**src/rtl/pc_unit.sv**
```systemverilog
// pc_unit: program-counter stage of the single-cycle core.
// Holds the instruction address, selects the next address from the
// halt/jump/branch/sequential controls, owns the IDLE/RUN/HALTED state
// and counts retired instructions.
module pc_unit #(
    parameter logic [31:0] RESET_PC = 32'h0000_0000
) (
    input  logic        clk,
    input  logic        reset,
    input  logic        run,
    input  logic        zero,
    input  logic        branch,
    input  logic        branch_ne,
    input  logic        jump,
    input  logic [25:0] jump_target,
    input  logic [31:0] extended_immediate,
    input  logic        halt,
    output logic [31:0] pc,
    output logic [31:0] pc_plus4,
    output logic        running,
    output logic        halted,
    output logic [31:0] instr_count
);

    localparam logic [1:0] IDLE   = 2'd0;
    localparam logic [1:0] RUN    = 2'd1;
    localparam logic [1:0] HALTED = 2'd2;

    localparam logic [31:0] RESET_PC_ALIGNED = {RESET_PC[31:2], 2'b00};

    logic [1:0]  state;
    logic [31:0] next_pc;
    logic [31:0] branch_addr;
    logic [31:0] jump_addr;
    logic        branch_taken;

    assign pc_plus4 = pc + 32'd4;
    assign running  = (state == RUN);
    assign halted   = (state == HALTED);

    // Next-address select: halt > jump > taken branch > sequential.
    always_comb begin
        branch_addr  = pc_plus4 + (extended_immediate << 2);
        jump_addr    = {pc_plus4[31:28], jump_target, 2'b00};
        branch_taken = branch && (zero ^ branch_ne);
        next_pc      = pc_plus4;
        if (halt) begin
            next_pc = pc;
        end else if (jump) begin
            next_pc = jump_addr;
        end else if (branch_taken) begin
            next_pc = branch_addr;
        end
    end

    // State, PC and retired-count update; reset overrides everything.
    always_ff @(posedge clk) begin
        if (reset) begin
            state       <= IDLE;
            pc          <= RESET_PC_ALIGNED;
            instr_count <= '0;
        end else begin
            case (state)
                IDLE: begin
                    if (run) begin
                        state <= RUN;
                    end
                end
                RUN: begin
                    if (run) begin
                        instr_count <= instr_count + 32'd1;
                        if (halt) begin
                            state <= HALTED;
                        end else begin
                            pc <= next_pc;
                        end
                    end
                end
                HALTED: begin
                    state <= HALTED;
                end
                default: begin
                    state <= IDLE;
                end
            endcase
        end
    end

endmodule
```
**config.mk**
```make
export PLATFORM = sky130hd
export DESIGN_NAME = pc_unit
export DESIGN_NICKNAME = d
export VERILOG_FILES = /design/src/rtl/pc_unit.sv
export SDC_FILE = /design/constraint.sdc
export NUM_CORES = 1
export LEC_CHECK = 0
export CORE_ASPECT_RATIO = 1.5
export CORE_MARGIN = 2
export CORE_UTILIZATION = 51
export CTS_CLUSTER_DIAMETER = 50
export DETAILED_ROUTE_END_ITERATION = 12
export GPL_TIMING_DRIVEN = 0
export PLACE_DENSITY_LB_ADDON = 0.15
export SETUP_SLACK_MARGIN = 0.4
export SLEW_MARGIN = 5
export SYNTH_ARGS = -nofsm -noshare
export SYNTH_HDL_FRONTEND = slang
export SYNTH_SLANG_ARGS = --single-unit
```
**constraint.sdc**
```tcl
create_clock -name clk -period 10.66 [get_ports clk]
set_clock_uncertainty 0.05 [all_clocks]
set_input_delay 2.132 -clock clk [delete_from_list [all_inputs] [get_ports clk]]
set_output_delay 2.132 -clock clk [all_outputs]
set_load 0.01 [all_outputs]
```
# After elaboration in Yosys (flattened, before gate mapping)

Cells that the tools add are included.

Register bits: 66
Latch bits: 0
Bits in writable memories: 0
ROM bits: 0
Bits of input ports: 66
Output and inout port bits: 98
Word-level logic and storage cells: 24
Memories: 0

$add $sub $neg: 3
Multiply operators: 0
Divide/modulo/power cells: 0
Order comparisons: 0
Equality and inequality tests: 5
Shift-type cells: 0
Mux-type cells: 6
Bitwise operators: 2
Reduce and logical (&&, ||, !) cells: 5

Operator list:

| kind                    | number |
|---|---|
| $mux W32                | 2 |
| $add A32 B1 Y32 const B | 1 |
| $add A32 B3 Y32 const B | 1 |
| $add A32 B32 Y32        | 1 |
| $mux W2                 | 3 |
| $ne A2 B2 Y1 const B    | 3 |
| $pmux W2 S3             | 1 |
| $reduce_and A3 Y1       | 2 |
| $eq A2 B1 Y1 const B    | 1 |
| $eq A2 B2 Y1 const B    | 1 |
| $logic_not A2 Y1        | 1 |
| $reduce_and A2 Y1       | 1 |
| $logic_and A1 B1 Y1     | 1 |
| $not A1 Y1              | 1 |
| $xor A1 B1 Y1           | 1 |

# Logic depth before layout (Yosys ltp)

Word-level depth: 4
Depth in mapped cells: 15
Depth with buffers taken out: 15

# Worst setup path before layout

OpenSTA, ideal clock, no wires.

Kind: input to register
Start point: input extended_immediate[22]
End point: register pc[31]
Setup time: 0.074 ns
Arrival: 4.485 ns
Required time: 10.536 ns
Setup slack: 6.051 ns
Stages: 9
Path buffers: 0
Cells stage by stage: ha_1 and4_4 and2_1 a221o_1 or3_4 o211a_1 or3_1 a211o_1 a31oi_1

Cells in the longest elaborated chain, start to end: 3

Ends and longest elaborated chain:

| what                 | line | source |
|---|---|---|
| start, declared      | 16   | `input logic [31:0] extended_immediate,` |
| $add A32 B32 Y32     | 43   | `branch_addr = pc_plus4 + (extended_immediate << 2);` |
| $mux W32             | 51   | `end else if (branch_taken) begin` |
| $mux W32             | 49   | `end else if (jump) begin` |
| end signal, assigned | 75   | `pc <= next_pc;` |
| end, declared        | 18   | `output logic [31:0] pc,` |

No other way between the ends.
A chain may end at the register's enable or synchronous reset.

# Final worst setup path

Start point: register pc[2]
End point: output pc_plus4[30]

Cells in the longest elaborated chain, start to end: 1

Ends and longest elaborated chain:

| what            | line | source |
|---|---|---|
| $add A32 B3 Y32 | 37   | `assign pc_plus4 = pc + 32'd4;` |
| end, declared   | 19   | `output logic [31:0] pc_plus4,` |

No other way between the ends.

==> results.toml <==
[yosys]
synth_edf_count = 0
synth-seq-cells = 64
yosysSeqAreaShare = 0.247
synth_area_per_cell_um2 = 7.67
synth_cells = 676
postSynth.asyncResetShare = 0
netlist_area_mm2 = 0.00518
ys_warn_count = 0
synthFlopType = "dfxtp_1"
synth_cell_types = 62

[grt]
grt.overflow.total = 0
grt_pass1_wl_um = 28600
track_usage = 0.328
first_global_vias = 5977
grt_max_degree = 14
antenna_found_initial = 0

[cts]
cts_resized = 0
clock_path_buffers = 2
cts_hold_buf = 0
clk_pin_slew_ps = 60
cts_made_buffers = 9
post-cts-setup-buffer-count = 0
clock_latency_ps = 350
cts_tree = "yes"
root_buffer = "clkbuf_16"
clock_sinks = 64
cts_max_level = 3

[route]
drtPass1Iterations = 5
wire_per_inst_um = 18.8
wl_um = 18200
avgViaCountPerCell = 6.22
dr_total_vias = 6022
drc = 0
drt_iter0_drc = 523
drtAntennaViolNets = 0

[die]
io_pins = 164
row_count = 45
dieHeight_um = 127
die_x_um = 86.3
die-area_mm2 = 0.0110
initial_core_util = 0.517
core_area_mm2 = 0.0100

[setup_path]
crit_required_ps = 8480
cp_slowest_cell = "nor4_1"
crit_type = "reg2out"
worst-r2r-setup-slack_ps = 5130
worst-path-max-fanout = 7
worst_setup_path_end_kind = "output pin"
crit_path_cell_trace = "ha_1 > and3_1 > nand4_1 > nor4_1 > and3_1 > xnor2_1 > clkdlybuf4s50_1"
cpPeakStageDelay_ps = 1040
cp_common_cell = "and3_1"
arrival_ps = 3830
startpoint_type = "flop"

[timing]
fin_crit_ps = 6010
drv_slew = 0
fin_setup_tns_ps = 0
fin_crit_sh = 0.564
setup_violations = 0
clock.fmax_ghz = 0.166
rsz0062_at_grt = "no"
maxSlewHeadroom = 0.159
worst_slack_ps = 4650
tightestPinTransition_ps = 1250
finalHoldViolCount = 0

[finish]
design_area_mm2 = 0.00723
layout-drive-gt1-share = 0.0306
area_delta_synth_final_pct = 39.5
antenna_cells = 0
fillCellCount = 825
nets = 954

[outcome]
status = "finished clean"

[place]
hpwl_um = 14100
place_area_mm2 = 0.00690
port-buffer-count = 156
routabilityCongestion = 0.997
dpl_worst_slack_ps = 5170

[power]
ir_drop_uv = 96.0
pwr_density_cell_mw_per_mm2 = 122
power_leakage_nw = 2.85

[worst_hold_path]
min_path_type = "reg2reg"

[flow_run]
max_cap_viol_count = 0
-- layer usage --
layer	vias to the layer above	wire [µm]	GRT usage
met5	-	0	0
met4	0	911	0.190
met3	74	1300	0.0698
met2	295	9260	0.579
met1	2824	6780	0.353
li1	2829	-	-
-- cell type report --
| class | count | area (µm²) | area share |
|---|---|---|---|
| sequential | 64 | 1280 | 0.177 |
| tap | 117 | 146 | 0.0202 |
| multi-input combinational | 567 | 3720 | 0.514 |
| timing repair buffer | 156 | 1560 | 0.216 |
| clock buffer | 9 | 225 | 0.0311 |
| inverter | 21 | 78.8 | 0.0109 |
| clock inverter | 7 | 103 | 0.0142 |
| buffer | 27 | 116 | 0.0161 |
-- worst max-delay path, delay by kind of cell (launching register included) --
family / cells / cell delay, ps
flops: 1 / 440
xor+xnor: 1 / 210
buf+inv: 1 / 610
fa+ha+maj: 1 / 230
simple gates: 4 / 1990
-- cells in the mapped netlist (all sizes together) (20+ instances only) --
library cell / count / share of area
nor2: 78 / 0.056
nand2: 69 / 0.050
clkbuf: 20 / 0.014
a21oi: 46 / 0.044
o21ai: 30 / 0.029
o211ai: 22 / 0.032
xor2: 33 / 0.056
inv: 21 / 0.015
xnor2: 33 / 0.056
ha: 41 / 0.099
dfxtp: 64 / 0.25
nand3: 23 / 0.022
-- report_power, final --
part,leakage [nW],switching (W),internal [W],total [W]
registers,0.517,0.0000183,0.000253,0.000271
clock network,0.157,0.000122,0.000207,0.000330
logic,2.18,0.000152,0.000131,0.000283
-- path summary, 6_finish.rpt --
path | to | start | cells past startpoint
setup / recovery | pc_plus4[30] | pc[2]$_SDFFE_PP0P_ | 7
hold / removal | instr_count[26]$_SDFFE_PP0P_ | instr_count[26]$_SDFFE_PP0P_ | 2
setup reg to reg | pc[31]$_SDFFE_PP0P_ | pc[2]$_SDFFE_PP0P_ | 15
hold reg to reg | instr_count[26]$_SDFFE_PP0P_ | instr_count[26]$_SDFFE_PP0P_ | 2
-- layout by cell type (no fill, tap or decap), drive strengths merged, types with 4 or more instances in the layout --
cell type	instances
a31oi	6
o21ai	30
o31ai	5
nand4	14
nor3	17
and3	18
o311ai	4
conb	4
dfxtp	64
xnor2	33
buf	7
nand2	69
inv	23
a21boi	4
a21o	16
nand3	23
nor2	78
ha	41
o211ai	22
clkbuf	29
a32o	5
a211oi	5
nand2b	5
and4	11
clkdlybuf4s50	156
o21a	8
mux2i	5
and2	8
xor2	33
a21oi	46
or3	12
-- registers in the layout, indices dropped and copies added (netlist names) --
name,flops
instr_count,32
pc,30
state,2
-- per-stage QoR --
step	util	std cells	total power [W]	hold slack, ps
after floorplan	-	679	0.000434	440
after global placement	0.689	952	0.000545	431
after detailed placement	0.689	952	0.000554	441
after CTS	0.722	968	0.000878	451
after global routing	0.722	968	0.000919	498
final	0.722	968	0.000884	447
-- cell families (layout without fill, tap and decap cells) --
logic type	count (synthesis)	count (layout)	synth area share
buf+inv	48	220	0.0376
fa+ha+maj	42	42	0.103
xor+xnor	66	66	0.111
compound gates	185	185	0.243
mux	5	5	0.00965
other cells	1	4	0.000723
simple gates	265	265	0.248
flops	64	64	0.247
Note: power is estimated with default switching activity, not from simulation.
